--- src/rtl/clipper_pkg.sv ---
`default_nettype none
// ============================================================================
// Module   : clipper_pkg
// Purpose  : Shared constants and types for the clipper misc-I/O fan logic.
// Contents : NB_FANS, FAN_DUTY_W, PWM_STEPS, fan_duty_t, fan_duty_arr_t
// Revision : 1.0 - initial release
// ============================================================================
package clipper_pkg;

   localparam int NB_FANS    = 2;
   localparam int FAN_DUTY_W = 8;
   // Number of pwm_cnt steps per PWM period (counter runs 0..PWM_STEPS-1).
   localparam int PWM_STEPS  = 255;

   typedef logic [FAN_DUTY_W-1:0] fan_duty_t;
   typedef fan_duty_t [NB_FANS-1:0] fan_duty_arr_t;

endpackage : clipper_pkg
`default_nettype wire

--- src/rtl/clipper_fan_tach_meas.sv ---
`default_nettype none
// ============================================================================
// Module   : clipper_fan_tach_meas
// Purpose  : Tachometer period measurement and stall detection for one fan.
//            fan_tach_i is synchronised (2 FF), rising edges are detected
//            against a third register, and the clk cycles between two
//            consecutive edges are reported. No edge within STALL_TIMEOUT
//            cycles flags a stall.
// Ports    : clk          in   system clock
//            rst_n        in   asynchronous reset, active-low
//            mon_en_i     in   monitoring gate (fan powered and duty != 0)
//            fan_tach_i   in   raw tachometer input (asynchronous)
//            period_o     out  cycles between consecutive rising edges
//            valid_o      out  period_o holds a valid measurement
//            stall_o      out  no edge seen within STALL_TIMEOUT cycles
// Revision : 1.0 - initial release
// ============================================================================
module clipper_fan_tach_meas #(
   parameter int TACH_W        = 24,
   parameter int STALL_TIMEOUT = 12_500_000
) (
   input  logic              clk,
   input  logic              rst_n,
   input  logic              mon_en_i,
   input  logic              fan_tach_i,
   output logic [TACH_W-1:0] period_o,
   output logic              valid_o,
   output logic              stall_o
);

   localparam logic [TACH_W-1:0] C_TIMEOUT    = TACH_W'(STALL_TIMEOUT);
   localparam logic [TACH_W-1:0] C_TIMEOUT_M1 = TACH_W'(STALL_TIMEOUT - 1);

   logic              tach_meta_q;
   logic              tach_sync_q;
   logic              tach_prev_q;
   logic              rise;

   logic [TACH_W-1:0] cnt_q,    cnt_d;
   logic              armed_q,  armed_d;
   logic [TACH_W-1:0] period_q, period_d;
   logic              valid_q,  valid_d;
   logic              stall_q,  stall_d;

   // Synchroniser and edge-detect stage run regardless of the gate so that a
   // tach line already high when monitoring opens is not seen as an edge.
   always_ff @(posedge clk or negedge rst_n) begin
      if (!rst_n) begin
         tach_meta_q <= 1'b0;
         tach_sync_q <= 1'b0;
         tach_prev_q <= 1'b0;
      end else begin
         tach_meta_q <= fan_tach_i;
         tach_sync_q <= tach_meta_q;
         tach_prev_q <= tach_sync_q;
      end
   end

   assign rise = tach_sync_q & ~tach_prev_q;

   always_comb begin
      cnt_d    = cnt_q;
      armed_d  = armed_q;
      period_d = period_q;
      valid_d  = valid_q;
      stall_d  = stall_q;

      if (!mon_en_i) begin
         // Gated: forget everything except the last reported period.
         cnt_d   = '0;
         armed_d = 1'b0;
         valid_d = 1'b0;
         stall_d = 1'b0;
      end else begin
         if (cnt_q != C_TIMEOUT) begin
            cnt_d = cnt_q + TACH_W'(1);
         end
         // An edge on the timeout cycle takes priority over the stall.
         if (rise) begin
            cnt_d   = '0;
            armed_d = 1'b1;
            if (armed_q) begin
               period_d = cnt_q + TACH_W'(1);
               valid_d  = 1'b1;
               stall_d  = 1'b0;
            end
         end else if (cnt_q == C_TIMEOUT_M1) begin
            stall_d  = 1'b1;
            valid_d  = 1'b0;
            period_d = '1;
            armed_d  = 1'b0;
         end
      end
   end

   always_ff @(posedge clk or negedge rst_n) begin
      if (!rst_n) begin
         cnt_q    <= '0;
         armed_q  <= 1'b0;
         period_q <= '0;
         valid_q  <= 1'b0;
         stall_q  <= 1'b0;
      end else begin
         cnt_q    <= cnt_d;
         armed_q  <= armed_d;
         period_q <= period_d;
         valid_q  <= valid_d;
         stall_q  <= stall_d;
      end
   end

   assign period_o = period_q;
   assign valid_o  = valid_q;
   assign stall_o  = stall_q;

endmodule : clipper_fan_tach_meas
`default_nettype wire

--- src/rtl/clipper_fan_ctrl.sv ---
`default_nettype none
// ============================================================================
// Module   : clipper_fan_ctrl
// Purpose  : Fan controller for the misc I/O fan pins. Drives fan_enable and a
//            per-fan PWM (fan_ctrl), measures tachometer periods and flags
//            stalled fans. Sits between the CPU register block and the pins.
// Ports    : clk            in   system clock
//            rst_n          in   asynchronous reset, active-low
//            cfg_enable     in   global fan enable
//            cfg_duty       in   NB_FANS x 8 duty (0 = off, 255 = full on)
//            fan_tach       in   NB_FANS raw tachometer inputs (async)
//            fan_enable     out  fan power enable (cfg_enable, 1 cycle later)
//            fan_ctrl       out  NB_FANS PWM outputs
//            tach_period    out  NB_FANS x TACH_W measured tach periods
//            tach_valid     out  NB_FANS period-valid flags
//            fan_stall      out  NB_FANS stall flags
//            stall_irq      out  sticky stall interrupt   (FAN_STALL_IRQ_EN)
//            stall_irq_clr  in   single-cycle IRQ clear   (FAN_STALL_IRQ_EN)
// Config   : define FAN_STALL_IRQ_EN to add the stall interrupt and its ports.
// Revision : 1.0 - initial release
// ============================================================================
module clipper_fan_ctrl
   import clipper_pkg::*;
#(
   parameter int NB_FANS       = clipper_pkg::NB_FANS,
   parameter int PWM_PRESC     = 49,
   parameter int TACH_W        = 24,
   parameter int STALL_TIMEOUT = 12_500_000
) (
   input  logic                        clk,
   input  logic                        rst_n,
   input  logic                        cfg_enable,
   input  logic [NB_FANS*FAN_DUTY_W-1:0] cfg_duty,
   input  logic [NB_FANS-1:0]          fan_tach,
   output logic                        fan_enable,
   output logic [NB_FANS-1:0]          fan_ctrl,
   output logic [NB_FANS*TACH_W-1:0]   tach_period,
   output logic [NB_FANS-1:0]          tach_valid,
   output logic [NB_FANS-1:0]          fan_stall
`ifdef FAN_STALL_IRQ_EN
   ,
   output logic                        stall_irq,
   input  logic                        stall_irq_clr
`endif
);

   localparam int PRESC_W = (PWM_PRESC > 0) ? $clog2(PWM_PRESC + 1) : 1;
   localparam logic [PRESC_W-1:0]    C_PRESC_MAX = PRESC_W'(PWM_PRESC);
   localparam logic [FAN_DUTY_W-1:0] C_PWM_LAST  = FAN_DUTY_W'(PWM_STEPS - 1);

   logic                      fan_enable_q;
   logic [PRESC_W-1:0]        presc_q,   presc_d;
   logic [FAN_DUTY_W-1:0]     pwm_cnt_q, pwm_cnt_d;
   fan_duty_t [NB_FANS-1:0]   duty_q,    duty_d;
   logic [NB_FANS-1:0]        fan_ctrl_q, fan_ctrl_d;
   fan_duty_t [NB_FANS-1:0]   cfg_duty_arr;
   logic [NB_FANS-1:0]        mon_en;
   logic [NB_FANS-1:0]        stall;

   assign cfg_duty_arr = cfg_duty;

   // ------------------------------------------------------------------------
   // Prescaler, PWM counter, duty latch and compare
   // ------------------------------------------------------------------------
   always_comb begin
      presc_d    = presc_q;
      pwm_cnt_d  = pwm_cnt_q;
      duty_d     = duty_q;
      fan_ctrl_d = '0;

      if (!cfg_enable) begin
         // Held at the start of a period; tracking the duty while disabled
         // means the first period after re-enable uses the current setting.
         presc_d   = '0;
         pwm_cnt_d = '0;
         duty_d    = cfg_duty_arr;
      end else if (presc_q == C_PRESC_MAX) begin
         presc_d = '0;
         if (pwm_cnt_q == C_PWM_LAST) begin
            // Duty only changes at a period boundary: glitch-free output.
            pwm_cnt_d = '0;
            duty_d    = cfg_duty_arr;
         end else begin
            pwm_cnt_d = pwm_cnt_q + FAN_DUTY_W'(1);
         end
      end else begin
         presc_d = presc_q + PRESC_W'(1);
      end

      for (int i = 0; i < NB_FANS; i++) begin
         fan_ctrl_d[i] = cfg_enable && (pwm_cnt_q < duty_q[i]);
      end
   end

   always_ff @(posedge clk or negedge rst_n) begin
      if (!rst_n) begin
         fan_enable_q <= 1'b0;
         presc_q      <= '0;
         pwm_cnt_q    <= '0;
         duty_q       <= '0;
         fan_ctrl_q   <= '0;
      end else begin
         fan_enable_q <= cfg_enable;
         presc_q      <= presc_d;
         pwm_cnt_q    <= pwm_cnt_d;
         duty_q       <= duty_d;
         fan_ctrl_q   <= fan_ctrl_d;
      end
   end

   assign fan_enable = fan_enable_q;
   assign fan_ctrl   = fan_ctrl_q;

   // ------------------------------------------------------------------------
   // Per-fan tach measurement
   // ------------------------------------------------------------------------
   for (genvar gi = 0; gi < NB_FANS; gi++) begin : g_fan
      // A fan that is unpowered or driven at duty 0 is not expected to spin.
      assign mon_en[gi] = fan_enable_q && (duty_q[gi] != '0);

      clipper_fan_tach_meas #(
         .TACH_W        (TACH_W),
         .STALL_TIMEOUT (STALL_TIMEOUT)
      ) u_tach_meas (
         .clk        (clk),
         .rst_n      (rst_n),
         .mon_en_i   (mon_en[gi]),
         .fan_tach_i (fan_tach[gi]),
         .period_o   (tach_period[gi*TACH_W +: TACH_W]),
         .valid_o    (tach_valid[gi]),
         .stall_o    (stall[gi])
      );
   end : g_fan

   assign fan_stall = stall;

   // ------------------------------------------------------------------------
   // Optional sticky stall interrupt
   // ------------------------------------------------------------------------
`ifdef FAN_STALL_IRQ_EN
   logic [NB_FANS-1:0] stall_prev_q;
   logic               stall_irq_q, stall_irq_d;

   always_comb begin
      stall_irq_d = stall_irq_q;
      if (stall_irq_clr) begin
         stall_irq_d = 1'b0;
      end
      // Set is evaluated last so it wins over a coincident clear.
      if (|(stall & ~stall_prev_q)) begin
         stall_irq_d = 1'b1;
      end
   end

   always_ff @(posedge clk or negedge rst_n) begin
      if (!rst_n) begin
         stall_prev_q <= '0;
         stall_irq_q  <= 1'b0;
      end else begin
         stall_prev_q <= stall;
         stall_irq_q  <= stall_irq_d;
      end
   end

   assign stall_irq = stall_irq_q;
`endif

endmodule : clipper_fan_ctrl
`default_nettype wire

--- config.mk ---
export PLATFORM = sky130hd
export DESIGN_NAME = clipper_fan_ctrl
export DESIGN_NICKNAME = d
export VERILOG_FILES = /design/src/rtl/clipper_pkg.sv /design/src/rtl/clipper_fan_tach_meas.sv /design/src/rtl/clipper_fan_ctrl.sv
export SDC_FILE = /design/constraint.sdc
export NUM_CORES = 1
export LEC_CHECK = 0
export BUFFER_PORTS_ARGS = -buffer_cell sky130_fd_sc_hd__buf_4
export CAP_MARGIN = 5
export CORE_MARGIN = 3
export CORE_UTILIZATION = 45
export DETAILED_ROUTE_END_ITERATION = 12
export GPL_ROUTABILITY_DRIVEN = 1
export GPL_TIMING_DRIVEN = 0
export REMOVE_ABC_BUFFERS = 1
export SYNTH_ARGS = -nofsm -noshare
export SYNTH_HDL_FRONTEND = slang
export SYNTH_SLANG_ARGS = --single-unit
export TNS_END_PERCENT = 30
--- constraint.sdc ---
create_clock -name clk -period 3.6 [get_ports clk]
set_input_delay 0.18 -clock clk [delete_from_list [all_inputs] [get_ports clk]]
set_output_delay 0.18 -clock clk [all_outputs]
set_load 0.03 [all_outputs]
==> flow_summary.json, run 1 <==
{
  "htree_num_levels": 4,
  "ys.flop_type": "dfrtp_1",
  "ys_types": 49,
  "ys.warnings.count": 0,
  "seq_area_um2": 3530,
  "diodes": 0,
  "yosys.area.top_type": "dfrtp_1",
  "period_needed_ns": 2.80,
  "post-place-ws_ns": 0.778,
  "grt_pass1_wl_mm": 23.9,
  "synthCells": 644,
  "finalCritPeriodShare_pct": 77.8,
  "crit_path_start_kind": "register",
  "final_common_cell": "dfrtp_1",
  "grt_start_max_net_pins": 84,
  "critical_path_required_ns": 3.83,
  "crit_type": "reg -> reg",
  "synth_top_area_share_pct": 53.9,
  "cts_buffer_depth": 2,
  "first_global_vias": 5042,
  "multiInputGateArea_um2": 2750,
  "layout-drive-gt1-share_pct": 16.7,
  "drv_cap": 0,
  "ys_ff_latch": 141,
  "instances_no_fill": 922,
  "crit_path_max_fanout": 24,
  "die-area_um2": 16000,
  "fp.dieW_um": 127,
  "row_count": 43,
  "die_h_um": 127,
  "clkTransAtPathRegs_ns": 0.06,
  "finalHoldViolCount": 0,
  "skew_ns": 0.0131,
  "hp-class": "in -> async",
  "worst_pin_slew_ns": 0.972,
  "antenna_found_initial": 0,
  "numCtsBuffers": 17,
  "setup_slack_ns": 0.799,
  "crit_arrival_ns": 3.03,
  "finalSetupViolations": 0,
  "final_cell_mix": "dfrtp_1 (141), nor2_1 (118), buf_4 (74), nand2_1 (44), a22oi_1 (44)",
  "dp_hpwl_mm": 9.50,
  "ir_worst_vdd_mv": 0.317,
  "syn-cell-area_um2": 6540,
  "root_buffer": "clkbuf_16",
  "vias": 4878,
  "io_pins": 76,
  "power_density_nw_per_um2": 580,
  "clock_sinks": 141,
  "avgSynthCellArea_um2": 10.2,
  "wl_per_cell_um": 14.9,
  "place_inst": 870,
  "grt_usage_pct": 18.4,
  "overflow": 0,
  "initial_utilization_pct": 46.6,
  "cts_tree": "built",
  "ys_async_sr_fraction_pct": 100,
  "fmax_mhz": 357,
  "leakagePower_nw": 3.64,
  "slew_viol_final": 0,
  "coreArea_um2": 14000,
  "tns_ns": 0,
  "gp_congestion": 0.796,
  "rsz0062_at_grt": "false",
  "antenna_left": 0,
  "crit_path_end_kind": "register",
  "clk_latency_ns": 0.41,
  "post_cts_buffers": 0,
  "critical-path-slowest-cell": "nand2b_1",
  "relSlewSlack_pct": 35.0,
  "route.detailed.drc": 0,
  "path_cells": "nor4_1 -> nand2_1 -> nand3_1 -> nand2b_1 -> a22oi_1",
  "yosysSeqAreaShare_pct": 53.9,
  "via_per_inst": 5.29,
  "layout-area-overhead-vs-synth_pct": 22.3,
  "nFillCells": 1245,
  "synth_edf_count": 0,
  "io_buffers": 75,
  "critical-path-max-stage-delay_ns": 0.82,
  "drt-initial-drc-count": 226,
  "wl_mm": 13.7,
  "outcome": "finished clean",
  "ys_top_cells_by_area": "dfrtp_1 (54%), nor2_1 (6.9%), a22oi_1 (5.0%), ha_1 (4.2%), xor2_1 (4.0%)",
  "total_power_mw": 4.64,
  "drt_pass1_iterations": 4,
  "final_nets": 772
}
[synthesized netlist by cell type (2+ instances only)]
cell type  count
buf_2         11
nor4b_1        3
nand2_1       44
mux2i_1        2
nand3b_1       2
or2_2          2
a21bo_2        2
ha_1          22
mux2_2         2
nor3_1        12
clkbuf_1      12
dfrtp_1      141
nand3_1       26
a22oi_1       44
inv_1         26
o21ai_0       27
and4_1         7
xnor2_1       22
a21oi_1        9
buf_6          2
a21boi_0       4
nand2b_1      12
xor2_1        30
nand4_1       15
nor2_1       120
or4_4          2
a22oi_2        3
buf_4          4
and3_1         9
nor4_1         8
[layout make-up]
cell class / count / area share, %
timing repair buffer: 97 / 10.1
sequential: 141 / 44.1
clock buffer: 21 / 5.88
tap: 180 / 2.81
clock inverter: 11 / 1.45
inverter: 26 / 1.22
multi-input combinational: 446 / 34.4
[through the flow]
step | hold WS, ns | area (um^2) | util [%]
floorplan | -0.116 | 6360 | -
global placement | 0.291 | 7150 | 50.9
detailed placement | 0.205 | 7210 | 51.4
CTS | 0.328 | 8000 | 57.0
global route | 0.356 | 8000 | 57.0
finish | 0.326 | 8000 | 57.0
[timing repair]
item                                    in CTS  in global routing
endpoints found under the setup margin       0                  0
hold buffers                                20                  0
gates resized for setup                      0                  0
endpoints found under the hold margin       77                  0
[final timing paths]
check / start / to / slack (ns) / depth (start not counted)
max in group asynchronous: rst_n / g_fan[1].u_tach_meas.cnt_q[19]$_DFFE_PN0P_ / 2.48 / 3
worst min register to register: g_fan[1].u_tach_meas.tach_meta_q$_DFF_PN0_ / g_fan[1].u_tach_meas.tach_sync_q$_DFF_PN0_ / 0.36 / 0
worst max-delay path: duty_q[8]$_DFFE_PN0P_ / g_fan[1].u_tach_meas.period_o[22]$_DFFE_PN0P_ / 0.80 / 5
worst max register to register: duty_q[8]$_DFFE_PN0P_ / g_fan[1].u_tach_meas.period_o[22]$_DFFE_PN0P_ / 0.80 / 5
worst min-delay path: rst_n / g_fan[0].u_tach_meas.period_o[14]$_DFFE_PN0P_ / 0.33 / 2
min in group clk: g_fan[1].u_tach_meas.tach_meta_q$_DFF_PN0_ / g_fan[1].u_tach_meas.tach_sync_q$_DFF_PN0_ / 0.36 / 0
[routing by layer]
| layer | GRT usage [%] | vias to the layer above | part of all wire [%] |
|---|---|---|---|
| met5 | 0 | - | 0 |
| met4 | 8.26 | 0 | 2.2 |
| met3 | 3.75 | 23 | 3.4 |
| met2 | 29.4 | 86 | 48 |
| met1 | 24.4 | 2373 | 46 |
| li1 | - | 2396 | - |
[state kept, by name, summed over array words and instances, names as in the netlist, 6 cells and up]
name and cells:
presc_q 6, g_fan.u_tach_meas.cnt_q 48, duty_q 16, g_fan.u_tach_meas.period_o 48, pwm_cnt_q 8
[power breakdown]
part | total, mW | switching [mW] | leakage [nW] | internal (mW)
combinational | 1.00 | 0.606 | 1.54 | 0.395
sequential | 1.92 | 0.129 | 1.82 | 1.79
clock | 1.72 | 0.651 | 0.285 | 1.07
[critical path: cells and delay by family (launching register included)]
kind	cells	cell delay [ns]
DFF	1	0.40
AOI/OAI and AO/OA	1	0.16
and+or+nand+nor	4	2.04
[cell families (layout without fill, tap and decap cells)]
kind of cell             Yosys count  after routing  share of synthesized area [%]
buffers and inverters             57            155                           4.19
adder cells (fa/ha/maj)           22             22                           4.21
XOR/XNOR                          52             52                           6.96
AO/OA/AOI/OAI                     98             98                           10.4
multiplexers                       4              4                          0.650
flip-flops                       141            141                           53.9
AND/OR/NAND/NOR                  270            270                           19.6
(Power assumes the default switching activity.)
==> run 2, diff against run 1 <==
- clock period: 3.6 -> 2.7 ns (I/O delays scaled with it)
==> flow_summary.json, run 2 (synthesized netlist as in run 1, its figures left out) <==
{
  "outcome": "finished clean",
  "worst-r2r-setup-slack_ns": 0.20,
  "route.detailed.drc": 0,
  "first_global_vias": 5041,
  "clk_latency_ns": 0.41,
  "worst_pin_slew_ns": 0.985,
  "initial_utilization_pct": 46.6,
  "drt_pass1_iterations": 4,
  "htree_num_levels": 4,
  "grt_start_max_net_pins": 84,
  "power_frac_seq_pct": 41.3,
  "p_comb_share_pct": 21.6,
  "vias": 4891,
  "leakagePower_nw": 3.65,
  "multiInputGateArea_um2": 2770,
  "drv_cap": 0,
  "cts_tree": "built",
  "antenna_left": 0,
  "io_pins": 76,
  "switching_share_pct": 29.9,
  "seq_area_um2": 3530,
  "crit_path_max_fanout": 15,
  "layout-area-overhead-vs-synth_pct": 22.5,
  "p_sw_mw": 1.85,
  "cts_buffer_depth": 2,
  "io_buffers": 75,
  "root_buffer": "clkbuf_16",
  "dp_hpwl_mm": 9.50,
  "drt-initial-drc-count": 293,
  "total_power_mw": 6.19,
  "layout-drive-gt1-share_pct": 17.1,
  "period_needed_ns": 2.50,
  "final_common_cell": "dfrtp_1",
  "finalSetupViolations": 0,
  "crit_path_end_kind": "register",
  "relSlewSlack_pct": 34.2,
  "finalCritPeriodShare_pct": 92.5,
  "fin_hold_ws_ns": 0.281,
  "numCtsBuffers": 17,
  "clkTransAtPathRegs_ns": 0.06,
  "wl_per_cell_um": 14.9,
  "clock_sinks": 141,
  "ir_worst_vdd_mv": 0.423,
  "slew_viol_final": 0,
  "power_density_nw_per_um2": 772,
  "hp-class": "in -> async",
  "final_nets": 772,
  "p_int_mw": 4.34,
  "crit_type": "reg -> reg",
  "wl_mm": 13.7,
  "r2r_end": "duty_q[8]$_DFFE_PN0P_",
  "final_cell_mix": "dfrtp_1 (141), nor2_1 (118), buf_4 (74), nand2_1 (44), a22oi_1 (44)",
  "gp_congestion": 0.796,
  "via_per_inst": 5.30,
  "row_count": 43,
  "diodes": 0,
  "overflow": 0,
  "fmax_mhz": 401,
  "antenna_found_initial": 0,
  "die-area_um2": 16000,
  "clkPwrFrac_pct": 37.1,
  "skew_ns": 0.0123,
  "worstRegToRegCells": 6,
  "worstReg2RegStart": "presc_q[1]$_DFF_PN0_",
  "grt_pass1_wl_mm": 23.9,
  "rsz0062_at_grt": "false",
  "fin_util_pct": 57.1,
  "nFillCells": 1243,
  "grt_usage_pct": 18.4,
  "fp.dieW_um": 127,
  "die_h_um": 127,
  "crit_path_start_kind": "register",
  "coreArea_um2": 14000,
  "finalHoldViolCount": 0,
  "crit_arrival_ns": 2.79,
  "critical_path_required_ns": 3.00
}
-- run 2: cell counts in the layout (fill, tap and decap cells not counted) --
No cell type changed its count.
-- run 2: through the flow --
step	setup WS [ns]	instance area (um^2)	instances	TNS [ns]
after floorplan	-0.102	6360	613	-2.77
after global placement	-0.630	7150	868	-28.21
after detailed placement	-0.122	7210	870	-2.90
after CTS	0.159	8010	922	0
after global routing	0.0116	8010	922	0
final	0.204	8010	922	0
-- run 2: area by class of cell --
type	instances	area share, %
multi-input cells	446	34.5
well taps	180	2.81
inverters	26	1.22
repair buffers	97	10.1
clock inverters	11	1.45
flip-flops and latches	141	44.0
clock buffers	21	5.87
-- run 2: worst max-delay path: stages, from the launching register on --
cell     delay [ns]
dfrtp_1        0.39
inv_1          0.06
ha_1           0.13
nand2_1        0.07
o31ai_2        0.58
and2_0         0.73
mux2_2         0.41
-- run 2: routing by layer --
metal	GRT usage, %	wire length (um)	vias up	share of wire [%]
met3	3.75	455	18	3.3
met5	0	0	-	0
met1	24.2	6390	2386	46
li1	-	-	2396	-
met2	29.5	6630	91	48
met4	8.20	273	0	2.0
-- run 2: power groups by stage --
stage | Combinational, mW | Clock, mW | Sequential [mW]
6_report | 1.34 | 2.30 | 2.56
5_1_grt | 1.45 | 2.45 | 2.59
4_1_cts | 1.35 | 2.35 | 2.56
3_5_place_dp | 1.33 | 0 | 2.60
3_3_place_gp | 1.30 | 0 | 2.58
2_1_floorplan | 0.363 | 0 | 3.00
-- run 2: timing repair --
| action | CTS | global route |
|---|---|---|
| hold buffers | 20 | 0 |
| hold endpoints to repair | 77 | 0 |
| endpoints found under the setup margin | 41 | 27 |
| gates resized for setup | 2 | 2 |
| buffers inserted | 0 | 0 |
| cloned | 0 | 0 |
-- run 2: worst max-delay path by stage --
stage / startpoint / slack (ns) / to
after detailed placement: duty_q[8]$_DFFE_PN0P_ / -0.12 / g_fan[1].u_tach_meas.period_o[22]$_DFFE_PN0P_
final: presc_q[1]$_DFF_PN0_ / 0.20 / duty_q[8]$_DFFE_PN0P_
after CTS: duty_q[8]$_DFFE_PN0P_ / 0.16 / g_fan[1].u_tach_meas.period_o[22]$_DFFE_PN0P_
after floorplan: fan_enable$_DFF_PN0_ / -0.10 / g_fan[1].u_tach_meas.period_o[10]$_DFFE_PN0P_
after global placement: fan_enable$_DFF_PN0_ / -0.63 / g_fan[1].u_tach_meas.period_o[22]$_DFFE_PN0P_
after global routing: pwm_cnt_q[0]$_DFFE_PN0P_ / 0.01 / duty_q[8]$_DFFE_PN0P_
==> run 3, diff against run 2 <==
- CTS_BUF_LIST: unset -> sky130_fd_sc_hd__clkbuf_4 sky130_fd_sc_hd__clkbuf_8
- PLACE_DENSITY: unset -> 0.65
==> flow_summary.json, run 3 (synthesized netlist as in run 1, its figures left out) <==
{
  "layout-area-overhead-vs-synth_pct": 19.9,
  "place_inst": 870,
  "worst_pin_slew_ns": 0.943,
  "root_buffer": "clkbuf_8",
  "final_common_cell": "dfrtp_1",
  "die_h_um": 127,
  "drt-initial-drc-count": 418,
  "finalHoldViolCount": 0,
  "antenna_left": 0,
  "fin_util_pct": 55.8,
  "ir_worst_vdd_mv": 0.379,
  "diodes": 0,
  "total_power_mw": 5.65,
  "cts_tree": "built",
  "wl_mm": 13.7,
  "post-place-ws_ns": -0.0591,
  "rsz0062_at_grt": "false",
  "crit_arrival_ns": 2.73,
  "vias": 4826,
  "drt_pass1_iterations": 5,
  "fin_area_um2": 7840,
  "outcome": "finished clean",
  "io_pins": 76,
  "tns_ns": 0,
  "leakagePower_nw": 3.58,
  "numCtsBuffers": 17,
  "instances_no_fill": 922,
  "first_global_vias": 4987,
  "grt_start_max_net_pins": 103,
  "slew_viol_final": 0,
  "die-area_um2": 16000,
  "post_cts_buffers": 0,
  "htree_num_levels": 4,
  "layout-drive-gt1-share_pct": 17.4,
  "cts_buffer_depth": 2,
  "clock_sinks": 141,
  "final_nets": 772,
  "dpl-instance-area_um2": 7210,
  "clk_latency_ns": 0.45,
  "fp.dieW_um": 127,
  "finalCritPeriodShare_pct": 89.0,
  "skew_ns": 0.0133,
  "critical_path_required_ns": 3.03,
  "route.detailed.drc": 0,
  "io_buffers": 75,
  "nFillCells": 1213,
  "grt_pass1_wl_mm": 24.1,
  "row_count": 43,
  "fin_hold_ws_ns": 0.149,
  "final_cell_mix": "dfrtp_1 (141), nor2_1 (118), buf_4 (74), nand2_1 (44), a22oi_1 (44)",
  "dp_hpwl_mm": 9.62,
  "crit_type": "reg -> reg",
  "gp_congestion": 0.872,
  "period_needed_ns": 2.40,
  "crit_path_max_fanout": 18,
  "fmax_mhz": 416,
  "relSlewSlack_pct": 37.0,
  "initial_utilization_pct": 46.6,
  "drv_cap": 0,
  "power_density_nw_per_um2": 721,
  "wl_per_cell_um": 14.8,
  "crit_path_end_kind": "register",
  "clkTransAtPathRegs_ns": 0.08,
  "finalSetupViolations": 0,
  "antenna_found_initial": 0,
  "grt_usage_pct": 18.5,
  "hp-class": "in -> async",
  "overflow": 0,
  "setup_slack_ns": 0.298,
  "via_per_inst": 5.23,
  "coreArea_um2": 14000,
  "crit_path_start_kind": "register"
}
run 3: power breakdown:
group / switching, mW / internal [mW] / total, mW / leakage (nW)
registers: 0.164 / 2.38 / 2.54 / 1.82
clock network: 0.796 / 0.978 / 1.77 / 0.222
logic: 0.806 / 0.528 / 1.33 / 1.54
run 3: layout make-up:
| class | count | area (um^2) | share of cell area (%) |
|---|---|---|---|
| Timing Repair Buffer | 97 | 810 | 10.3 |
| Inverter | 26 | 97.6 | 1.24 |
| Clock inverter | 12 | 143 | 1.82 |
| Multi-Input combinational cell | 446 | 2760 | 35.2 |
| Clock buffer | 20 | 275 | 3.51 |
| Sequential cell | 141 | 3530 | 45.0 |
| Tap cell | 180 | 225 | 2.87 |
run 3: critical path, cell delays in order (launching register included):
cell and delay [ns]:
dfrtp_1 0.41, inv_1 0.07, ha_1 0.14, nand2_1 0.08, o31ai_2 0.59, and2_2 0.45, buf_8 0.20, mux2_2 0.34
run 3: worst paths after layout:
kind	start	to	slack, ns	cells past startpoint
worst max-delay path	presc_q[1]$_DFF_PN0_	duty_q[0]$_DFFE_PN0P_	0.30	7
max in group asynchronous	rst_n	g_fan[1].u_tach_meas.period_o[7]$_DFFE_PN0P_	1.74	3
worst min register to register	g_fan[1].u_tach_meas.tach_meta_q$_DFF_PN0_	g_fan[1].u_tach_meas.tach_sync_q$_DFF_PN0_	0.35	0
worst max register to register	presc_q[1]$_DFF_PN0_	duty_q[0]$_DFFE_PN0P_	0.30	7
worst min-delay path	rst_n	g_fan[0].u_tach_meas.period_o[6]$_DFFE_PN0P_	0.15	2
min in group clk	fan_tach[0]	g_fan[0].u_tach_meas.tach_meta_q$_DFF_PN0_	0.33	2
run 3: layer usage:
layer	part of all wire, %	global-route usage [%]	up-vias
li1	-	-	2382
met1	48	25.1	2335
met2	47	29.2	95
met3	3.9	4.59	14
met4	1.2	5.99	0
met5	0	0	-
run 3: timing repair:
item	CTS	global route
resized for setup	2	3
endpoints found under the hold margin	58	0
hold buffers	20	0
endpoints found under the setup margin	17	30
